$ cat config.mk
export PLATFORM = sky130hd
export DESIGN_NAME = huc6261_pal_ctrl
export DESIGN_NICKNAME = d
export VERILOG_FILES = /design/src/rtl/huc6261_pkg.sv /design/src/rtl/huc6261_wr_fifo.sv /design/src/rtl/huc6261_pal_ctrl.sv
export SDC_FILE = /design/constraint.sdc
export NUM_CORES = 1
export LEC_CHECK = 0
export CAP_MARGIN = 20
export CORE_MARGIN = 2
export CORE_UTILIZATION = 45
export DETAILED_ROUTE_END_ITERATION = 16
export HOLD_SLACK_MARGIN = 0.1
export PLACE_DENSITY_LB_ADDON = 0.08
export RECOVER_POWER = 50
export SETUP_SLACK_MARGIN = 0.1
export SLEW_MARGIN = 20
export SYNTH_ARGS = -nofsm -noshare
export SYNTH_HDL_FRONTEND = slang
export SYNTH_SLANG_ARGS = --single-unit
$ cat constraint.sdc
create_clock -name CLK -period 5.7 [get_ports CLK]
set_clock_uncertainty 0.2 [all_clocks]
set_input_delay 1.14 -clock CLK [delete_from_list [all_inputs] [get_ports CLK]]
set_output_delay 1.14 -clock CLK [all_outputs]
set_load 0.05 [all_outputs]
$ cat src/rtl/huc6261_pkg.sv
// Shared definitions for the HuC6261 palette access controller.
//   - CPU data-register indices (selected through rsel)
//   - pal_wr_t: one buffered CPU palette write
//   - gnt_e:    owner of the palette RAM slot in a CE cycle
package huc6261_pkg;

    localparam logic [4:0] REG_CTRL  = 5'h00;
    localparam logic [4:0] REG_ADDR  = 5'h01;
    localparam logic [4:0] REG_WDATA = 5'h02;
    localparam logic [4:0] REG_RDATA = 5'h03;
    localparam logic [4:0] REG_PERF  = 5'h04;

    typedef struct packed {
        logic [8:0]  addr;
        logic [15:0] data;
    } pal_wr_t;

    typedef enum logic [1:0] {
        GNT_IDLE,
        GNT_VID,
        GNT_WR,
        GNT_PF
    } gnt_e;

endpackage

$ cat src/rtl/huc6261_wr_fifo.sv
// Synchronous FIFO of pending CPU palette writes.
// Ports:
//   CLK, RESn    clock, async active-low reset
//   ce           clock enable; pointers move only when ce=1
//   push, wdata  enqueue; caller must not push while full unless it pops too
//   pop, rdata   dequeue; rdata is the head entry (valid while !empty)
//   full, empty  occupancy flags
// Push and pop in the same cycle are both honoured, so a full FIFO that
// pops this cycle can still accept a push (the slot is freed at the edge).
module huc6261_wr_fifo
    import huc6261_pkg::*;
#(
    parameter int DEPTH = 4
) (
    input  logic    CLK,
    input  logic    RESn,
    input  logic    ce,
    input  logic    push,
    input  pal_wr_t wdata,
    input  logic    pop,
    output pal_wr_t rdata,
    output logic    full,
    output logic    empty
);

    localparam int PW = $clog2(DEPTH);

    pal_wr_t        mem [DEPTH];
    logic [PW:0]    wptr, rptr;   // extra MSB distinguishes full from empty

    always_ff @(posedge CLK or negedge RESn) begin
        if (!RESn) begin
            wptr <= '0;
            rptr <= '0;
        end else if (ce) begin
            if (push) wptr <= wptr + 1'b1;
            if (pop)  rptr <= rptr + 1'b1;
        end
    end

    always_ff @(posedge CLK) begin
        if (ce && push) mem[wptr[PW-1:0]] <= wdata;
    end

    assign rdata = mem[rptr[PW-1:0]];
    assign empty = (wptr == rptr);
    assign full  = (wptr[PW] != rptr[PW]) && (wptr[PW-1:0] == rptr[PW-1:0]);

endmodule

$ cat src/rtl/huc6261_pal_ctrl.sv
// HuC6261 palette access controller: shares one single-port 512x16 palette
// RAM between video scanout and the CPU indirect register port.
// Ports:
//   CLK, RESn, CE        clock, async active-low reset, clock enable
//   CSn, WRn, RDn, A2    CPU bus (A2=0 register select/status, A2=1 data)
//   DI, DO               CPU data; DO is 0 unless ~CSn & ~RDn
//   VID_REQ, VID_IDX     scanout lookup request (highest priority)
//   VID_DATA, VID_VALID  lookup result, one CE after the grant
//   RAM_ADDR/WE/WDATA    palette RAM slot for this CE cycle
//   RAM_RDATA            RAM read data, one CE after the address
// Build option: define HUC6261_PAL_PERF_EN to add a saturating count of CE
// cycles where CPU work was pending but video took the slot (rsel 0x04).
// The RAM slot is driven combinationally from this cycle's grant so that
// read data returns one CE later; when idle the last address is held.
module huc6261_pal_ctrl
    import huc6261_pkg::*;
#(
    parameter int FIFO_DEPTH = 4,
    parameter int ADDR_W     = 9
) (
    input  logic              CLK,
    input  logic              RESn,
    input  logic              CE,
    input  logic              CSn,
    input  logic              WRn,
    input  logic              RDn,
    input  logic              A2,
    input  logic [15:0]       DI,
    output logic [15:0]       DO,
    input  logic              VID_REQ,
    input  logic [ADDR_W-1:0] VID_IDX,
    output logic [15:0]       VID_DATA,
    output logic              VID_VALID,
    output logic [ADDR_W-1:0] RAM_ADDR,
    output logic              RAM_WE,
    output logic [15:0]       RAM_WDATA,
    input  logic [15:0]       RAM_RDATA
);

    logic [4:0]        rsel;
    logic [ADDR_W-1:0] addr;
    logic              rd_valid, overflow, pf_inflight, vid_pend;
    logic [15:0]       rd_buf, vid_hold, ram_wdata_q, perf_rd;
    logic [ADDR_W-1:0] ram_addr_q;
    logic              wr_prev, rd_prev;
    gnt_e              gnt;

    // One access per strobe: act on the first CE sample of an asserted strobe.
    logic wr_act, rd_act, wr_stb, rd_stb;
    assign wr_act = ~CSn & ~WRn;
    assign rd_act = ~CSn & ~RDn;
    assign wr_stb = CE & wr_act & ~wr_prev;
    assign rd_stb = CE & rd_act & ~rd_prev;

    logic sel_wr, wr_ctrl, wr_addr, wr_wdata, rd_rdata;
    assign sel_wr   = wr_stb & ~A2;
    assign wr_ctrl  = wr_stb & A2 & (rsel == REG_CTRL);
    assign wr_addr  = wr_stb & A2 & (rsel == REG_ADDR);
    assign wr_wdata = wr_stb & A2 & (rsel == REG_WDATA);
    assign rd_rdata = rd_stb & A2 & (rsel == REG_RDATA);

    // Write FIFO
    pal_wr_t f_head, f_in;
    logic    f_push, f_pop, f_full, f_empty, wr_drop;

    assign f_in    = '{addr: addr, data: DI};
    assign f_pop   = (gnt == GNT_WR);
    assign f_push  = wr_wdata & (~f_full | f_pop);
    assign wr_drop = wr_wdata & f_full & ~f_pop;

    huc6261_wr_fifo #(.DEPTH(FIFO_DEPTH)) u_fifo (
        .CLK   (CLK),
        .RESn  (RESn),
        .ce    (CE),
        .push  (f_push),
        .wdata (f_in),
        .pop   (f_pop),
        .rdata (f_head),
        .full  (f_full),
        .empty (f_empty)
    );

    // Prefetch only with the FIFO empty so reads observe all earlier writes.
    logic pf_want;
    assign pf_want = (rsel == REG_RDATA) & ~rd_valid & f_empty & ~pf_inflight;

    // Slot arbitration; RESn gating keeps the RAM port quiet during reset.
    always_comb begin
        gnt = GNT_IDLE;
        if (CE && RESn) begin
            if (VID_REQ)       gnt = GNT_VID;
            else if (!f_empty) gnt = GNT_WR;
            else if (pf_want)  gnt = GNT_PF;
        end
    end

    always_comb begin
        RAM_ADDR  = ram_addr_q;
        RAM_WE    = 1'b0;
        RAM_WDATA = ram_wdata_q;
        case (gnt)
            GNT_VID: RAM_ADDR = VID_IDX;
            GNT_WR: begin
                RAM_ADDR  = f_head.addr;
                RAM_WE    = 1'b1;
                RAM_WDATA = f_head.data;
            end
            GNT_PF:  RAM_ADDR = addr;
            default: ;
        endcase
    end

    always_ff @(posedge CLK or negedge RESn) begin
        if (!RESn) begin
            wr_prev     <= 1'b0;
            rd_prev     <= 1'b0;
            rsel        <= '0;
            addr        <= '0;
            rd_valid    <= 1'b0;
            rd_buf      <= '0;
            overflow    <= 1'b0;
            pf_inflight <= 1'b0;
            vid_pend    <= 1'b0;
            vid_hold    <= '0;
            ram_addr_q  <= '0;
            ram_wdata_q <= '0;
        end else if (CE) begin
            wr_prev     <= wr_act;
            rd_prev     <= rd_act;
            ram_addr_q  <= RAM_ADDR;
            ram_wdata_q <= RAM_WDATA;
            vid_pend    <= (gnt == GNT_VID);
            pf_inflight <= (gnt == GNT_PF);
            if (vid_pend) vid_hold <= RAM_RDATA;

            if (sel_wr)           rsel     <= DI[4:0];
            if (wr_ctrl && DI[0]) overflow <= 1'b0;
            if (wr_drop)          overflow <= 1'b1;

            // Dropped FIFO writes still advance addr.
            if (wr_addr)
                addr <= DI[ADDR_W-1:0];
            else if (wr_wdata || (rd_rdata && rd_valid))
                addr <= addr + 1'b1;

            // A landing prefetch is discarded if addr is being rewritten.
            if (pf_inflight && !wr_addr) begin
                rd_buf   <= RAM_RDATA;
                rd_valid <= 1'b1;
            end else if (wr_addr || (rd_rdata && rd_valid)) begin
                rd_valid <= 1'b0;
            end
        end
    end

    assign VID_VALID = vid_pend;
    assign VID_DATA  = vid_pend ? RAM_RDATA : vid_hold;

`ifdef HUC6261_PAL_PERF_EN
    logic [15:0] perf_cnt;
    always_ff @(posedge CLK or negedge RESn) begin
        if (!RESn)
            perf_cnt <= '0;
        else if (CE) begin
            if (wr_ctrl && DI[1])
                perf_cnt <= '0;
            else if (gnt == GNT_VID && (!f_empty || pf_want) && perf_cnt != 16'hFFFF)
                perf_cnt <= perf_cnt + 16'd1;
        end
    end
    assign perf_rd = perf_cnt;
`else
    assign perf_rd = '0;
`endif

    always_comb begin
        DO = '0;
        if (rd_act) begin
            if (!A2)
                DO = {8'b0, overflow, rd_valid, f_empty, rsel};
            else begin
                case (rsel)
                    REG_ADDR:  DO = {{(16-ADDR_W){1'b0}}, addr};
                    REG_RDATA: DO = rd_buf;
                    REG_PERF:  DO = perf_rd;
                    default:   DO = '0;
                endcase
            end
        end
    end

endmodule

# Word-level counts from Yosys, hierarchy flattened
# Memories as Yosys holds them, arrays and structs flattened.
# Index checks and enable logic that the tools add are counted.
[word_totals]
reg_bits = 83
latchBits = 0
mem_bits_rw = 100
romBits = 0
inputBits = 49
out_inout_bits = 59
n_memories = 1
[op_classes]
n_addsub = 3
multipliers = 0
div = 0
magnitude_cmp = 0
eq_ne = 9
shift = 0
muxes = 19
n_bitwise = 30
reduce_logical = 20
[mem_list]
columns = ["memory", "depth", "word_bits", "rd", "rd_clocked_by_memory_dff", "write_ports", "line_no", "source"]
rows = [
  ["u_fifo.mem", 4, 25, 1, 0, 1, "huc6261_wr_fifo.sv:28", "pal_wr_t mem [DEPTH];"],
]
[ops]
columns = ["cell", "count"]
rows = [
  ["16-bit two-way mux", 4],
  ["16-bit case mux with 2 select lines", 1],
  ["9-bit case mux with 3 select lines", 1],
  ["1-bit AND", 19],
  ["9-bit two-way mux", 2],
  ["2-bit AND reduction", 7],
  ["5-bit by 2-bit equality test with 1-bit output, second input constant", 2],
  ["1-bit NOT", 10],
  ["9-bit by 1-bit adder with 9-bit output, second input constant", 1],
  ["2-bit two-way mux", 4],
  ["1-bit two-way mux", 7],
  ["3-bit by 1-bit adder with 3-bit output, second input constant", 2],
  ["1-bit logical AND", 6],
  ["2-bit nonzero test", 3],
  ["5-bit by 1-bit equality test with 1-bit output, second input constant", 1],
  ["5-bit logical NOT", 1],
  ["2-bit equality test, second input constant", 2],
  ["3-bit equality test", 1],
  ["2-bit by 1-bit equality test with 1-bit output, second input constant", 1],
  ["2-bit equality test", 1],
  ["1-bit logical OR", 2],
  ["1-bit logical NOT", 1],
  ["1-bit != test", 1],
  ["1-bit bitwise OR", 1],
]

# Longest topological paths before layout
[logic_depth]
depth_word = 14
depth_mapped = 8
depth_no_buf = 6

# By module
# A second synthesis with hierarchy kept.
[hier_totals]
cells_unflattened = 551
hier_area_um2 = 8013.9
[by_module_without_submodules]
columns = ["module", "instances", "cells_per_inst", "area_per_inst_um2", "seq_area_each_um2"]
rows = [
  ["huc6261_wr_fifo", 1, 162, 4012.6, 3153.0],
  ["huc6261_pal_ctrl", 1, 389, 4001.3, 1926.8],
]

# Worst setup path after synthesis
# Ideal clock, no wire load.
[synth_timing]
path_kind = "input to output"
start = "input port A2"
end = "output port DO[6]"
t_arrival_ns = 2.949
required_time_ns = 4.360
path_slack_ns = 1.411
stages = 4
path_buffers = 2
cell_sequence = "clkbuf_1 clkbuf_1 nor2_1 a211oi_1"
[synth_via]
elab_chain_cells = 2
[synth_lines]
columns = ["element", "line_no", "source"]
rows = [
  ["from (decl)", "huc6261_pal_ctrl.sv:27", "input logic A2,"],
  ["16-bit two-way mux", "huc6261_pal_ctrl.sv:179", "if (!A2)"],
  ["16-bit two-way mux", "huc6261_pal_ctrl.sv:178", "if (rd_act) begin"],
  ["to (decl)", "huc6261_pal_ctrl.sv:29", "output logic [15:0] DO,"],
]
# Every way passes these cells.

# Worst setup path in the final report
[layout_timing]
start = "register rsel[2]"
end = "output port DO[3]"
[layout_via]
elab_chain_cells = 4
word_cells_on_any_way = 5
cone_classes = "eq/ne (2); mux (3)"
[layout_lines]
columns = ["element", "line_no", "source"]
rows = [
  ["from (decl)", "huc6261_pal_ctrl.sv:40", "logic [4:0] rsel;"],
  ["from (signal assigned)", "huc6261_pal_ctrl.sv:136", "if (sel_wr) rsel <= DI[4:0];"],
  ["5-bit by 2-bit equality test with 1-bit output / 5-bit by 1-bit equality test with 1-bit output (equally long branches)", "huc6261_pal_ctrl.sv:182", "case (rsel)"],
  ["16-bit case mux with 2 select lines *", "huc6261_pal_ctrl.sv:182", ""],
  ["16-bit two-way mux *", "huc6261_pal_ctrl.sv:179", ""],
  ["16-bit two-way mux *", "huc6261_pal_ctrl.sv:178", ""],
]
# Every way passes the cells marked *; elsewhere a longest branch is shown, timed or not.

==> out/metrics.csv <==
stage,metric,value,unit
final_layout,layout-drive-gt1-share,25.88,%
final_layout,n_fill_cell,1440,
clock_network,postCtsHoldBufs,0,
sta,layout_worst_path_cycle_share,84.23,%
global_routing,antenna_found_initial,0,
logic_synthesis,synth.yosys.warnings,0,
sta,setup-violations-final,0,
sta,final-max-slew-violation-count,59,
floorplan,standard_cell_core_area,17780,µm²
global_routing,grt_pass1_wl,28150,µm
detailed_routing,vias,4996,
sta,timing.setup.tns,0,ns
logic_synthesis,avg_synthesized_cell_area,14.47,µm²
clock_network,h-tree-depth,4,
critical_path,worst_ep_arrival_time,3.46,ns
clock_network,cts_setup_buffers,0,
detailed_routing,wirelength,17520,µm
logic_synthesis,synth_area,8088,µm²
global_routing,maximum_number_of_pins_on_one_net_before_global_route_repair,59,
sta,worst_slew_pin_slew,3.247,ns
detailed_routing,met2_wirelength,9152,µm
sta,period_minus_slack,4.801,ns
logic_synthesis,post_synth_num_cell_types,50,
floorplan,design.portCount,108,
critical_path,worstPathCellList,or4b_1 > nor2_1 > a22oi_1 > a211oi_1 > clkdlybuf4s50_1,
detailed_routing,detailed_router_s_first_iteration_violation_count,326,
critical_path,reg2reg_from,wr_prev,
critical_path,max_stage_delay,0.87,ns
pwr,fin_total_pwr,0.004182,W
floorplan,die_height,138.1,µm
logic_synthesis,synthesis.instances,559,
floorplan,die_area,19060,µm²
logic_synthesis,synth_seq_cells,183,
detailed_routing,route.antenna.remaining_nets,0,
clock_network,cts_tree,yes,
critical_path,endpoint_of_the_lowest_slack_register_to_register_path,u_fifo.mem[0][1],
critical_path,path_max_fanout,9,
critical_path,required,4.36,ns
final_layout,regArea,5081,µm²
detailed_routing,met3_length,801,µm
final_layout,most_frequent_standard_cell_in_the_layout_excluding_fill_and_tap_cells,sky130_fd_sc_hd__edfxtp_1,
detailed_routing,m1WireLength,7420,µm
clock_network,ctsRootBufferMaster,sky130_fd_sc_hd__clkbuf_16,
floorplan,die_width,138.1,µm
final_layout,number_of_antenna_repair_diodes,0,
detailed_routing,drt_pass1_iterations,5,
sta,max_clock_freq,0.2083,GHz
critical_path,timing.reg2reg.setup_slack,2.27,ns
detailed_routing,highest-signal-layer,met4,
sta,worst_hold_slack,0.2710,ns
critical_path,critPathLaunchType,register,
pwr,total_leakage_power,3.725,nW
final_layout,multiInputGateArea,2790,µm²
sta,rsz0062_at_grt,false,
worst_hold_path,timing.hold.worst_path_depth,2,
final_layout,finalNetCount,722,
critical_path,crit_slowest_cell,sky130_fd_sc_hd__clkdlybuf4s50_1,
clock_network,clock_edge_transition_at_the_registers_on_the_reported_setup_and_hold_paths,0.07,ns
final_layout,flow.area_growth_from_synthesis,22.63,%
floorplan,core.rowCount,49,
clock_network,cts_buffers,17,
detailed_routing,route.detailed.wl_per_inst,19.28,µm
global_routing,grt_use_total,18.89,%
worst_hold_path,hold_path.startpoint,ram_addr_q[0],
worst_hold_path,holdCritPathClass,register to register,
detailed_routing,drcViolationCount,0,
critical_path,end_kind,output pin,
place,gpl.final_weighted_congestion,0.8118,
logic_synthesis,synth.net_count,614,
critical_path,worstSetupPathType,register to output pin,
logic_synthesis,ys_seq_area_share,62.81,%
pwr,power.ir.vdd_worst,237.6,µV
outcome,violations,"capacitance limit, slew limit",
clock_network,clock_insertion_delay_worst_skew,0.42,ns
sta,timing_hold_violations_final,0,
pwr,powerDensity,421.6,nW/µm²
place,hpwlAfterDp,11770,µm
outcome,run_status,"finished, violations left",
global_routing,gr-total-overflow,0,
global_routing,first_global_vias,5347,
job,maxCapViolCount,1,
sta,slew_headroom,-116.4,%
clock_network,cts_resized,0,
final_layout,commonest_non_fill_non_tap_cells_in_the_layout,"sky130_fd_sc_hd__edfxtp_1, sky130_fd_sc_hd__dfrtp_1, sky130_fd_sc_hd__mux2_2",
critical_path,reg2reg_depth,5,
clock_network,cts-root-to-sink-buffers,2,
place,io_buffer_count,107,
clock_network,cts.sink_count,183,
worst_hold_path,end_point_of_the_worst_hold_path,ram_addr_q[0],
detailed_routing,detail_route.vias_per_cell,5.496,
floorplan,initial_utilization,45.49,%
-- cell type report --
class                   count  area share, %
clock inverters            14          1.754
repair buffers            120          11.40
flip-flops and latches    183          51.23
inverters                   7         0.2649
well taps                 229          2.889
multi-input cells         338          28.13
clock buffers              18          4.327
-- synthesized netlist by cell type (all sizes together) --
| cell type | number | share of area (%) |
|---|---|---|
| a221o | 4 | 0.54 |
| xnor2 | 3 | 0.32 |
| o21a | 1 | 0.093 |
| or4b | 1 | 0.12 |
| nand2b | 2 | 0.15 |
| or3 | 4 | 0.31 |
| buf | 13 | 1.3 |
| nor2 | 69 | 3.2 |
| a22oi | 9 | 0.84 |
| clkbuf | 18 | 0.85 |
| nor3 | 4 | 0.45 |
| ha | 6 | 0.93 |
| o31ai | 3 | 0.45 |
| o22a | 6 | 0.65 |
| a31oi | 1 | 0.077 |
| or2 | 1 | 0.077 |
| nor2b | 1 | 0.077 |
| and3 | 2 | 0.15 |
| nand3 | 4 | 0.25 |
| a221oi | 6 | 0.65 |
| dfrtp | 83 | 26 |
| a2111oi | 1 | 0.11 |
| mux2 | 70 | 9.7 |
| o21ai | 26 | 1.6 |
| edfxtp | 100 | 37 |
| a21oi | 20 | 1.5 |
| mux2i | 2 | 0.25 |
| mux4 | 25 | 7.0 |
| nor4b | 2 | 0.40 |
| nand2 | 26 | 1.2 |
| nor3b | 3 | 0.28 |
| and2 | 12 | 0.93 |
| nand4 | 4 | 0.31 |
| a21o | 2 | 0.19 |
| a211oi | 8 | 0.74 |
| xor2 | 5 | 0.54 |
| inv | 7 | 0.32 |
| nor4 | 2 | 0.34 |
| and4 | 3 | 0.32 |
-- stage by stage --
| stage | cell area [µm²] | utilization [%] | worst slack (ns) | std cells |
|---|---|---|---|---|
| 5_1_grt | 9918 | 55.78 | 0.7372 | 909 |
| 6_report | 9918 | 55.78 | 0.8987 | 909 |
| 3_5_place_dp | 9349 | 52.58 | 0.9051 | 877 |
| 4_1_cts | 9952 | 55.97 | 0.8623 | 909 |
| 3_3_place_gp | 9349 | 52.58 | 0.9490 | 877 |
| 2_1_floorplan | 8088 | - | 1.411 | 559 |
-- flip-flops by register name, summed over array words and instances (netlist names), 5 cells and up --
signal       cells
ram_wdata_q     16
rsel             5
rd_buf          16
ram_addr_q       9
vid_hold        16
u_fifo.mem     100
addr             9
-- kinds of logic after synthesis --
kind of cell / Yosys count / synth area share, %
AO/OA/AOI/OAI: 87 / 7.410
multiplexers: 97 / 16.96
buffers and inverters: 38 / 2.444
adder cells (fa/ha/maj): 6 / 0.9282
XOR/XNOR: 8 / 0.8664
flip-flops: 183 / 62.81
AND/OR/NAND/NOR: 140 / 8.586
-- worst max-delay path, delay by kind of cell (launching register included) --
kind | cells | cell delay [ns]
simple gates | 2 | 1.20
buf+inv | 1 | 0.87
flops | 1 | 0.42
compound gates | 2 | 0.54
-- power breakdown --
part | switching, W | internal (W) | leakage [nW] | total [W]
Clock | 0.000506 | 0.000694 | 0.279 | 0.00120
Sequential | 0.000113 | 0.00155 | 1.98 | 0.00166
Combinational | 0.000787 | 0.000534 | 1.47 | 0.00132
Total | 0.00141 | 0.00278 | 3.73 | 0.00418
-- layer usage --
layer / vias to the layer above / track usage, %
met4: 0 / 4.995
met2: 127 / 33.40
met3: 12 / 4.434
met5: - / 0
met1: 2543 / 23.44
li1: 2314 / -
-- worst max-delay path by stage --
stage / start / endpoint / slack, ns / depth (start not counted)
after CTS: rsel[2] / DO[2] / 0.86 / 5
after detailed placement: CSn / DO[15] / 0.91 / 5
after floorplan: A2 / DO[6] / 1.41 / 4
after global placement: CSn / DO[12] / 0.95 / 5
after global routing: rsel[2] / DO[4] / 0.74 / 5
final: rsel[2] / DO[3] / 0.90 / 5
(Power assumes the default switching activity.)
